### config.mk
export PLATFORM = sky130hd
export DESIGN_NAME = trap_controller
export DESIGN_NICKNAME = d
export VERILOG_FILES = /design/src/rtl/trap_controller.sv
export SDC_FILE = /design/constraint.sdc
export NUM_CORES = 1
export LEC_CHECK = 0
export BUFFER_PORTS_ARGS = -buffer_cell sky130_fd_sc_hd__buf_2
export CORE_MARGIN = 2
export CORE_UTILIZATION = 45
export DETAILED_ROUTE_END_ITERATION = 6
export GPL_ROUTABILITY_DRIVEN = 0
export PLACE_DENSITY = 0.8
export SLEW_MARGIN = 10
export SYNTH_ARGS = -nofsm -noshare
export SYNTH_HDL_FRONTEND = slang
export SYNTH_SLANG_ARGS = --single-unit
### constraint.sdc
create_clock -name i_clk -period 3.5 [get_ports i_clk]
set_clock_uncertainty 0.15 [all_clocks]
set_input_delay 0.7 -clock i_clk [delete_from_list [all_inputs] [get_ports i_clk]]
set_output_delay 0.7 -clock i_clk [all_outputs]
set_load 0.01 [all_outputs]
### src/rtl/trap_controller.sv
// rtl/trap_controller.sv - machine-mode trap sequencer: masked fixed-priority IRQ entry, mret return, CSRs.
// Define TRAP_VECTORED_EN to vector trap entry to mtvec + taken line index.
module trap_controller #(
   parameter int NUM_IRQ      = 8,
   parameter int XLEN         = 32,
   parameter int DRAIN_CYCLES = 2,
   parameter int MTVEC_RESET  = 36
) (
   input  logic               i_clk,
   input  logic               i_rst_n,
   input  logic [NUM_IRQ-1:0] i_irq,
   input  logic [XLEN-1:0]    i_fetch_pc,
   input  logic               i_branch_busy,
   input  logic               i_mret,
   input  logic               i_csr_we,
   input  logic [1:0]         i_csr_addr,
   input  logic [XLEN-1:0]    i_csr_wdata,
   output logic [XLEN-1:0]    o_csr_rdata,
   output logic               o_stall,
   output logic               o_redirect,
   output logic [XLEN-1:0]    o_redirect_pc,
   output logic               o_in_trap,
   output logic [NUM_IRQ-1:0] o_trap_ack
);

   localparam int IW = 5;
   localparam int CW = (DRAIN_CYCLES > 1) ? $clog2(DRAIN_CYCLES) : 1;
   localparam logic [CW-1:0] LAST = CW'(DRAIN_CYCLES - 1);

   typedef enum logic [2:0] {
      S_IDLE,
      S_ENTER,
      S_ENTER_JMP,
      S_HANDLER,
      S_EXIT,
      S_EXIT_JMP
   } state_t;

   state_t             r_state;
   logic [CW-1:0]      r_cnt;
   logic [NUM_IRQ-1:0] r_mie;
   logic [XLEN-1:0]    r_mtvec;
   logic [XLEN-1:0]    r_mepc;
   logic [XLEN-1:0]    r_mcause;
   logic               r_stall;
   logic               r_redirect;
   logic [XLEN-1:0]    r_redirect_pc;
   logic               r_in_trap;
   logic [NUM_IRQ-1:0] r_ack;

   state_t             w_state_nxt;
   logic [CW-1:0]      w_cnt_nxt;
   logic               w_take;
   logic [NUM_IRQ-1:0] w_pend;
   logic [IW-1:0]      w_idx;
   logic [XLEN-1:0]    w_cause;
   logic [NUM_IRQ-1:0] w_mie_nxt;
   logic [XLEN-1:0]    w_mtvec_nxt;
   logic [XLEN-1:0]    w_mepc_nxt;
   logic [XLEN-1:0]    w_mcause_nxt;
   logic [XLEN-1:0]    w_vec_pc;
   logic               w_stall_nxt;
   logic               w_redirect_nxt;
   logic               w_in_trap_nxt;
   logic [XLEN-1:0]    w_pc_nxt;
   logic [NUM_IRQ-1:0] w_ack_nxt;

   assign w_pend  = i_irq & r_mie;
   assign w_cause = XLEN'(w_idx) | (XLEN'(1) << (XLEN - 1));

   // Lowest set index has priority: scan downward so the last hit wins.
   always_comb begin
      w_idx = '0;
      for (int i = NUM_IRQ - 1; i >= 0; i--) begin
         if (w_pend[i]) w_idx = IW'(i);
      end
   end

   always_comb begin
      w_state_nxt = r_state;
      w_cnt_nxt   = r_cnt;
      w_take      = 1'b0;
      case (r_state)
         S_IDLE: begin
            if ((|w_pend) && !i_branch_busy) begin
               w_take      = 1'b1;
               w_state_nxt = S_ENTER;
               w_cnt_nxt   = '0;
            end
         end
         S_ENTER: begin
            if (r_cnt == LAST) w_state_nxt = S_ENTER_JMP;
            else               w_cnt_nxt   = r_cnt + 1'b1;
         end
         S_ENTER_JMP: w_state_nxt = S_HANDLER;
         S_HANDLER: begin
            if (i_mret) begin
               w_state_nxt = S_EXIT;
               w_cnt_nxt   = '0;
            end
         end
         S_EXIT: begin
            if (r_cnt == LAST) w_state_nxt = S_EXIT_JMP;
            else               w_cnt_nxt   = r_cnt + 1'b1;
         end
         S_EXIT_JMP: w_state_nxt = S_IDLE;
         default:    w_state_nxt = S_IDLE;
      endcase
   end

   // Hardware capture overrides a same-cycle software write.
   always_comb begin
      w_mie_nxt    = (i_csr_we && i_csr_addr == 2'd0) ? i_csr_wdata[NUM_IRQ-1:0] : r_mie;
      w_mtvec_nxt  = (i_csr_we && i_csr_addr == 2'd1) ? i_csr_wdata : r_mtvec;
      w_mepc_nxt   = w_take ? i_fetch_pc :
                     (i_csr_we && i_csr_addr == 2'd2) ? i_csr_wdata : r_mepc;
      w_mcause_nxt = w_take ? w_cause :
                     (i_csr_we && i_csr_addr == 2'd3) ? i_csr_wdata : r_mcause;
   end

`ifdef TRAP_VECTORED_EN
   logic [IW-1:0] r_idx;

   always_ff @(posedge i_clk or negedge i_rst_n) begin
      if (!i_rst_n)    r_idx <= '0;
      else if (w_take) r_idx <= w_idx;
   end

   assign w_vec_pc = w_mtvec_nxt + XLEN'(r_idx);
`else
   assign w_vec_pc = w_mtvec_nxt;
`endif

   // Outputs are decoded from the next state so they are registered yet aligned with it;
   // redirect targets use forwarded CSR values so a write in the final drain cycle still lands.
   always_comb begin
      w_stall_nxt    = (w_state_nxt == S_ENTER) || (w_state_nxt == S_EXIT);
      w_redirect_nxt = (w_state_nxt == S_ENTER_JMP) || (w_state_nxt == S_EXIT_JMP);
      w_in_trap_nxt  = (w_state_nxt == S_ENTER_JMP) || (w_state_nxt == S_HANDLER) ||
                       (w_state_nxt == S_EXIT);
      w_ack_nxt      = w_take ? (NUM_IRQ'(1) << w_idx) : '0;
      w_pc_nxt       = '0;
      if (w_state_nxt == S_ENTER_JMP)     w_pc_nxt = w_vec_pc;
      else if (w_state_nxt == S_EXIT_JMP) w_pc_nxt = w_mepc_nxt;
   end

   always_ff @(posedge i_clk or negedge i_rst_n) begin
      if (!i_rst_n) begin
         r_state       <= S_IDLE;
         r_cnt         <= '0;
         r_mie         <= '1;
         r_mtvec       <= XLEN'(MTVEC_RESET);
         r_mepc        <= '0;
         r_mcause      <= '0;
         r_stall       <= 1'b0;
         r_redirect    <= 1'b0;
         r_redirect_pc <= '0;
         r_in_trap     <= 1'b0;
         r_ack         <= '0;
      end else begin
         r_state       <= w_state_nxt;
         r_cnt         <= w_cnt_nxt;
         r_mie         <= w_mie_nxt;
         r_mtvec       <= w_mtvec_nxt;
         r_mepc        <= w_mepc_nxt;
         r_mcause      <= w_mcause_nxt;
         r_stall       <= w_stall_nxt;
         r_redirect    <= w_redirect_nxt;
         r_redirect_pc <= w_pc_nxt;
         r_in_trap     <= w_in_trap_nxt;
         r_ack         <= w_ack_nxt;
      end
   end

   always_comb begin
      case (i_csr_addr)
         2'd0:    o_csr_rdata = XLEN'(r_mie);
         2'd1:    o_csr_rdata = r_mtvec;
         2'd2:    o_csr_rdata = r_mepc;
         default: o_csr_rdata = r_mcause;
      endcase
   end

   assign o_stall       = r_stall;
   assign o_redirect    = r_redirect;
   assign o_redirect_pc = r_redirect_pc;
   assign o_in_trap     = r_in_trap;
   assign o_trap_ack    = r_ack;

endmodule

## Word level (Yosys, flattened, before mapping)

Cells that the tools add are included.

| operators by class | value |
|---|---|
| add/sub/neg operators | 1 |
| equal/unequal tests | 14 |
| shift operators | 1 |
| muxes and demuxes | 28 |
| bitwise gates (word level) | 1 |
| reductions and logical operators | 17 |

Operators by type and width:

| cell | number |
|---|---|
| $mux W32 | 7 |
| $pmux W32 S3 | 1 |
| $mux W3 | 9 |
| $mux W5 | 3 |
| $pmux W3 S5 | 1 |
| $eq A3 B2 Y1 const B | 4 |
| $eq A3 B3 Y1 const B | 3 |
| $and A8 B8 Y8 | 1 |
| $mux W8 | 1 |
| $reduce_or A8 Y1 | 1 |
| $shl A1 B5 Y8 const A | 1 |
| $eq A3 B1 Y1 const B | 2 |
| $logic_and A1 B1 Y1 | 5 |
| $mux W1 | 5 |
| $eq A2 B2 Y1 const B | 2 |
| $logic_or A1 B1 Y1 | 4 |
| $ne A2 B2 Y1 const B | 2 |
| $logic_not A3 Y1 | 1 |
| $pmux W1 S3 | 1 |
| $reduce_and A3 Y1 | 1 |
| $reduce_bool A3 Y1 | 1 |
| $eq A2 B1 Y1 const B | 1 |
| $logic_not A2 Y1 | 1 |
| $reduce_bool A2 Y1 | 1 |
| other kinds (3) | 3 |

| storage, ports and cells | value |
|---|---|
| bits in registers | 151 |
| input port bits | 79 |
| output and inout bits | 75 |
| word-level logic and storage cells | 73 |

## Logic depth before layout (Yosys ltp)

| depth | value |
|---|---|
| depth after elaboration | 11 |
| mapped depth | 7 |
| gate-level depth less buffers | 4 |

## Worst setup path before layout

No wires, ideal clock.

| timing | value |
|---|---|
| kind | in2out |
| start point | input port i_csr_addr[0] |
| end point | output port o_csr_rdata[10] |
| arrival time | 1.799 ns |
| data required time | 2.650 ns |
| setup slack | 0.851 ns |
| cell stages on the path | 4 |
| buffers on the path | 2 |
| cell sequence | buf_2 clkbuf_1 mux2_2 a22o_1 |

| between the ends | value |
|---|---|
| word-level cells in the longest chain between the ends | 2 |
| elaborated cells between the ends (all ways) | 4 |
| those cells by class | eq/ne: 2; mux: 1; reduce/logical: 1 |

RTL lines:

| what | RTL line | source |
|---|---|---|
| start: declaration | 16 | `input logic [1:0] i_csr_addr,` |
| $eq A2 B2 Y1 (tied with other cells) | 176 | `case (i_csr_addr)` |
| $pmux W32 S3 (*) | 176 |  |
| end: declaration | 18 | `output logic [XLEN-1:0] o_csr_rdata,` |

Mark *: on every way between the ends. The rest lies on a longest branch, timed or not.

## Worst setup path in the final report

| timing | value |
|---|---|
| start point | input port i_csr_addr[1] |
| end point | output port o_csr_rdata[8] |

The elaborated chain is that of the path after synthesis.

==> flow_metrics.env <==
export IMPL_yosysTopAreaCell="dfrtp_1"
export IMPL_worst_r2r_path_depth=5
export IMPL_grt_util_all_layers_pct=23.3
export IMPL_dp_hpwl_um=11600
export IMPL_clkTransAtPathRegs_ps=60
export IMPL_postSynthCellCount=626
export IMPL_ys_top_cells_by_area="dfrtp_1 (51%), mux2_2 (10%), a21oi_1 (4.9%)"
export IMPL_fin_crit_ps=2870
export IMPL_mostFrequentLayoutCells="buf_2 (152), dfrtp_1 (141), nor2_1 (79), nand2_1 (76), a21oi_1 (67)"
export IMPL_ys_ff_latch=151
export IMPL_setup_worst_path_class="in -> out"
export IMPL_p_leak_nw=4.26
export IMPL_nNetsFinal=847
export IMPL_die_area_um2=16500
export IMPL_grt_first_pass_wirelength_um=29500
export IMPL_relSlewSlack_pct=28.2
export IMPL_vias=5475
export IMPL_ir_worst_vdd_v=0.000385
export IMPL_clock_path_buffers=2
export IMPL_slowest_stage="nor2b_2"
export IMPL_antenna_found_initial=0
export IMPL_critical_path_buf_inv_count=3
export IMPL_clk_latency_ps=420
export IMPL_cp_cell_sequence="buf_2 -> nor2b_2 -> buf_4 -> a22o_1 -> buf_2"
export IMPL_worst_ep_arrival_time_ps=2020
export IMPL_first_pass_iters=5
export IMPL_coreArea_um2=15100
export IMPL_grt_max_degree=72
export IMPL_p_per_area_nw_per_um2=773
export IMPL_fin_crit_sh_pct=82.1
export IMPL_fp_dieH_um=128
export IMPL_critPathMostFrequentCell="buf_2"
export IMPL_syn_area_um2=6970
export IMPL_end_kind="primary output"
export IMPL_synthArstFlopShare_pct=100
export IMPL_htree_levels=4
export IMPL_max_cap_violations=0
export IMPL_synth_top_cell_area_share_pct=50.6
export IMPL_syn_area_per_cell_um2=11.1
export IMPL_cp_required_ps=2650
export IMPL_nFillCells=1258
export IMPL_rr_startpoint="r_state[2]$_DFF_PN0_"
export IMPL_regArea_um2=3790
export IMPL_fmaxAchievable_mhz=348
export IMPL_portBuffers=153
export IMPL_slew_violations=0
export IMPL_syn_nets=705
export IMPL_fin_area_um2=8570
export IMPL_rsz0062_at_grt="no"
export IMPL_finalSetupViolCount=0
export IMPL_cts_resized=0
export IMPL_r2r_end="o_redirect_pc[29]$_DFF_PN0_"
export IMPL_layout_commonest_cell="buf_2"
export IMPL_synth_flop_cell="dfrtp_1"
export IMPL_drc=0
export IMPL_cts_tree="built"
export IMPL_drt_iter0_drc=342
export IMPL_crit_family="buffers and inverters"
export IMPL_cts_buffers=17
export IMPL_cts_num_sinks=151
export IMPL_die_w_um=128
export IMPL_min_path_type="in -> async"
export IMPL_multiInputGateArea_um2=2990
export IMPL_routed_wl_um=18400
export IMPL_ys_seq_area_share_pct=54.4
export IMPL_via_per_inst=5.65
export IMPL_grt_overflow=0
export IMPL_tns_ps=0
export IMPL_max_slew_worst_pin_slew_ps=1070
export IMPL_syn2layout_area_growth_pct=23.0
export IMPL_rows=45
export IMPL_crit_path_max_incr_delay_ps=400
export IMPL_ioPinCount=154
export IMPL_cts_root_buf="clkbuf_16"
export IMPL_place_area_um2=7960
export IMPL_synth_cell_types=34
export IMPL_cts_setup_buffers=0
export IMPL_route_detailed_wl_per_inst_um=19.0
export IMPL_crit_fanout=18
export IMPL_drive_gt1_share_pct=41.4
export IMPL_initial_core_util_pct=46.0
export IMPL_hold_viol=0
export IMPL_synth_warnings=0
export IMPL_r2r_slack_ps=960
export IMPL_holdBufCountCts=0
export IMPL_start_kind="input port"
export IMPL_status="completed"
export IMPL_synth_edf_count=0
export IMPL_postRouteAntennaNets=0
export IMPL_antenna_cells=0
export IMPL_first_global_vias=5547
export IMPL_final_util_pct=56.6
-- cells by family (layout without fill, tap and decap cells) --
kind of cell | count (synthesis) | count (layout) | share of synthesized area, %
AOI/OAI and AO/OA | 141 | 141 | 14.1
xor gates and xnor gates | 1 | 1 | 0.126
DFF | 151 | 151 | 54.4
and+or+nand+nor | 180 | 180 | 10.8
buffers and inverters | 49 | 204 | 3.02
muxes | 104 | 104 | 17.5
-- metal layers --
layer / GRT usage (%) / routed length (um) / vias to the layer above
met5: 0 / 0 / -
met4: 8.21 / 311 / 0
met3: 5.11 / 1170 / 27
met2: 37.1 / 8680 / 217
met1: 31.7 / 8250 / 2725
li1: - / - / 2506
-- worst max path at each step --
stage                  start  cells after the start  slack (ps)                         end
2_1_floorplan  i_csr_addr[0]                      4         850             o_csr_rdata[10]
3_3_place_gp   i_csr_addr[1]                      6         640  o_redirect_pc[2]$_DFF_PN0_
3_5_place_dp   i_csr_addr[1]                      5         620              o_csr_rdata[8]
4_1_cts        i_csr_addr[1]                      5         610              o_csr_rdata[8]
5_1_grt        i_csr_addr[1]                      5         540              o_csr_rdata[8]
6_report       i_csr_addr[1]                      5         630              o_csr_rdata[8]
-- area by class of cell --
cell class	instances	area share, %
Clock buffer	19	5.05
Clock inverter	13	2.10
Inverter	1	0.0438
Multi-Input combinational cell	426	34.9
Sequential cell	151	44.2
Tap cell	188	2.74
Timing Repair Buffer	171	10.9
-- sequential cells by signal, indices dropped and copies added, names as in the netlist --
| signal | flops |
|---|---|
| o_redirect_pc | 32 |
| r_mcause | 32 |
| r_mepc | 32 |
| r_mtvec | 32 |
| o_trap_ack | 8 |
| r_mie | 8 |
| r_state | 3 |
| o_in_trap | 1 |
| o_redirect | 1 |
| o_stall | 1 |
| r_cnt | 1 |
-- cells in the mapped netlist, types with 2 or more instances --
| library cell | number |
|---|---|
| a21oi_1 | 68 |
| o221ai_1 | 2 |
| nand3_1 | 7 |
| nand3b_1 | 3 |
| and2_1 | 2 |
| a31oi_1 | 2 |
| o21ai_0 | 2 |
| nor2b_1 | 4 |
| and3_1 | 3 |
| clkbuf_1 | 27 |
| a31o_2 | 33 |
| nor2_1 | 80 |
| dfrtp_1 | 141 |
| dfstp_2 | 10 |
| a22o_1 | 29 |
| nand2_1 | 76 |
| mux2_2 | 64 |
| buf_1 | 2 |
| buf_2 | 18 |
| mux2i_1 | 32 |
| mux4_2 | 8 |
-- report_power, final --
group	total, mW	switching [mW]	internal, mW	leakage, nW
logic	2.05	1.11	0.936	2.10
clock network	1.91	0.719	1.19	0.293
registers	2.67	0.340	2.33	1.87
total	6.63	2.17	4.46	4.26
-- per-stage QoR --
step	hold WS (ps)	total power, mW	instances	setup slack, ps
after detailed placement	351	4.72	937	618
after floorplan	254	4.00	626	851
after global placement	331	4.67	937	636
after global routing	190	7.01	969	542
after CTS	159	6.65	969	605
final	138	6.63	969	626
(Power assumes the default switching activity.)
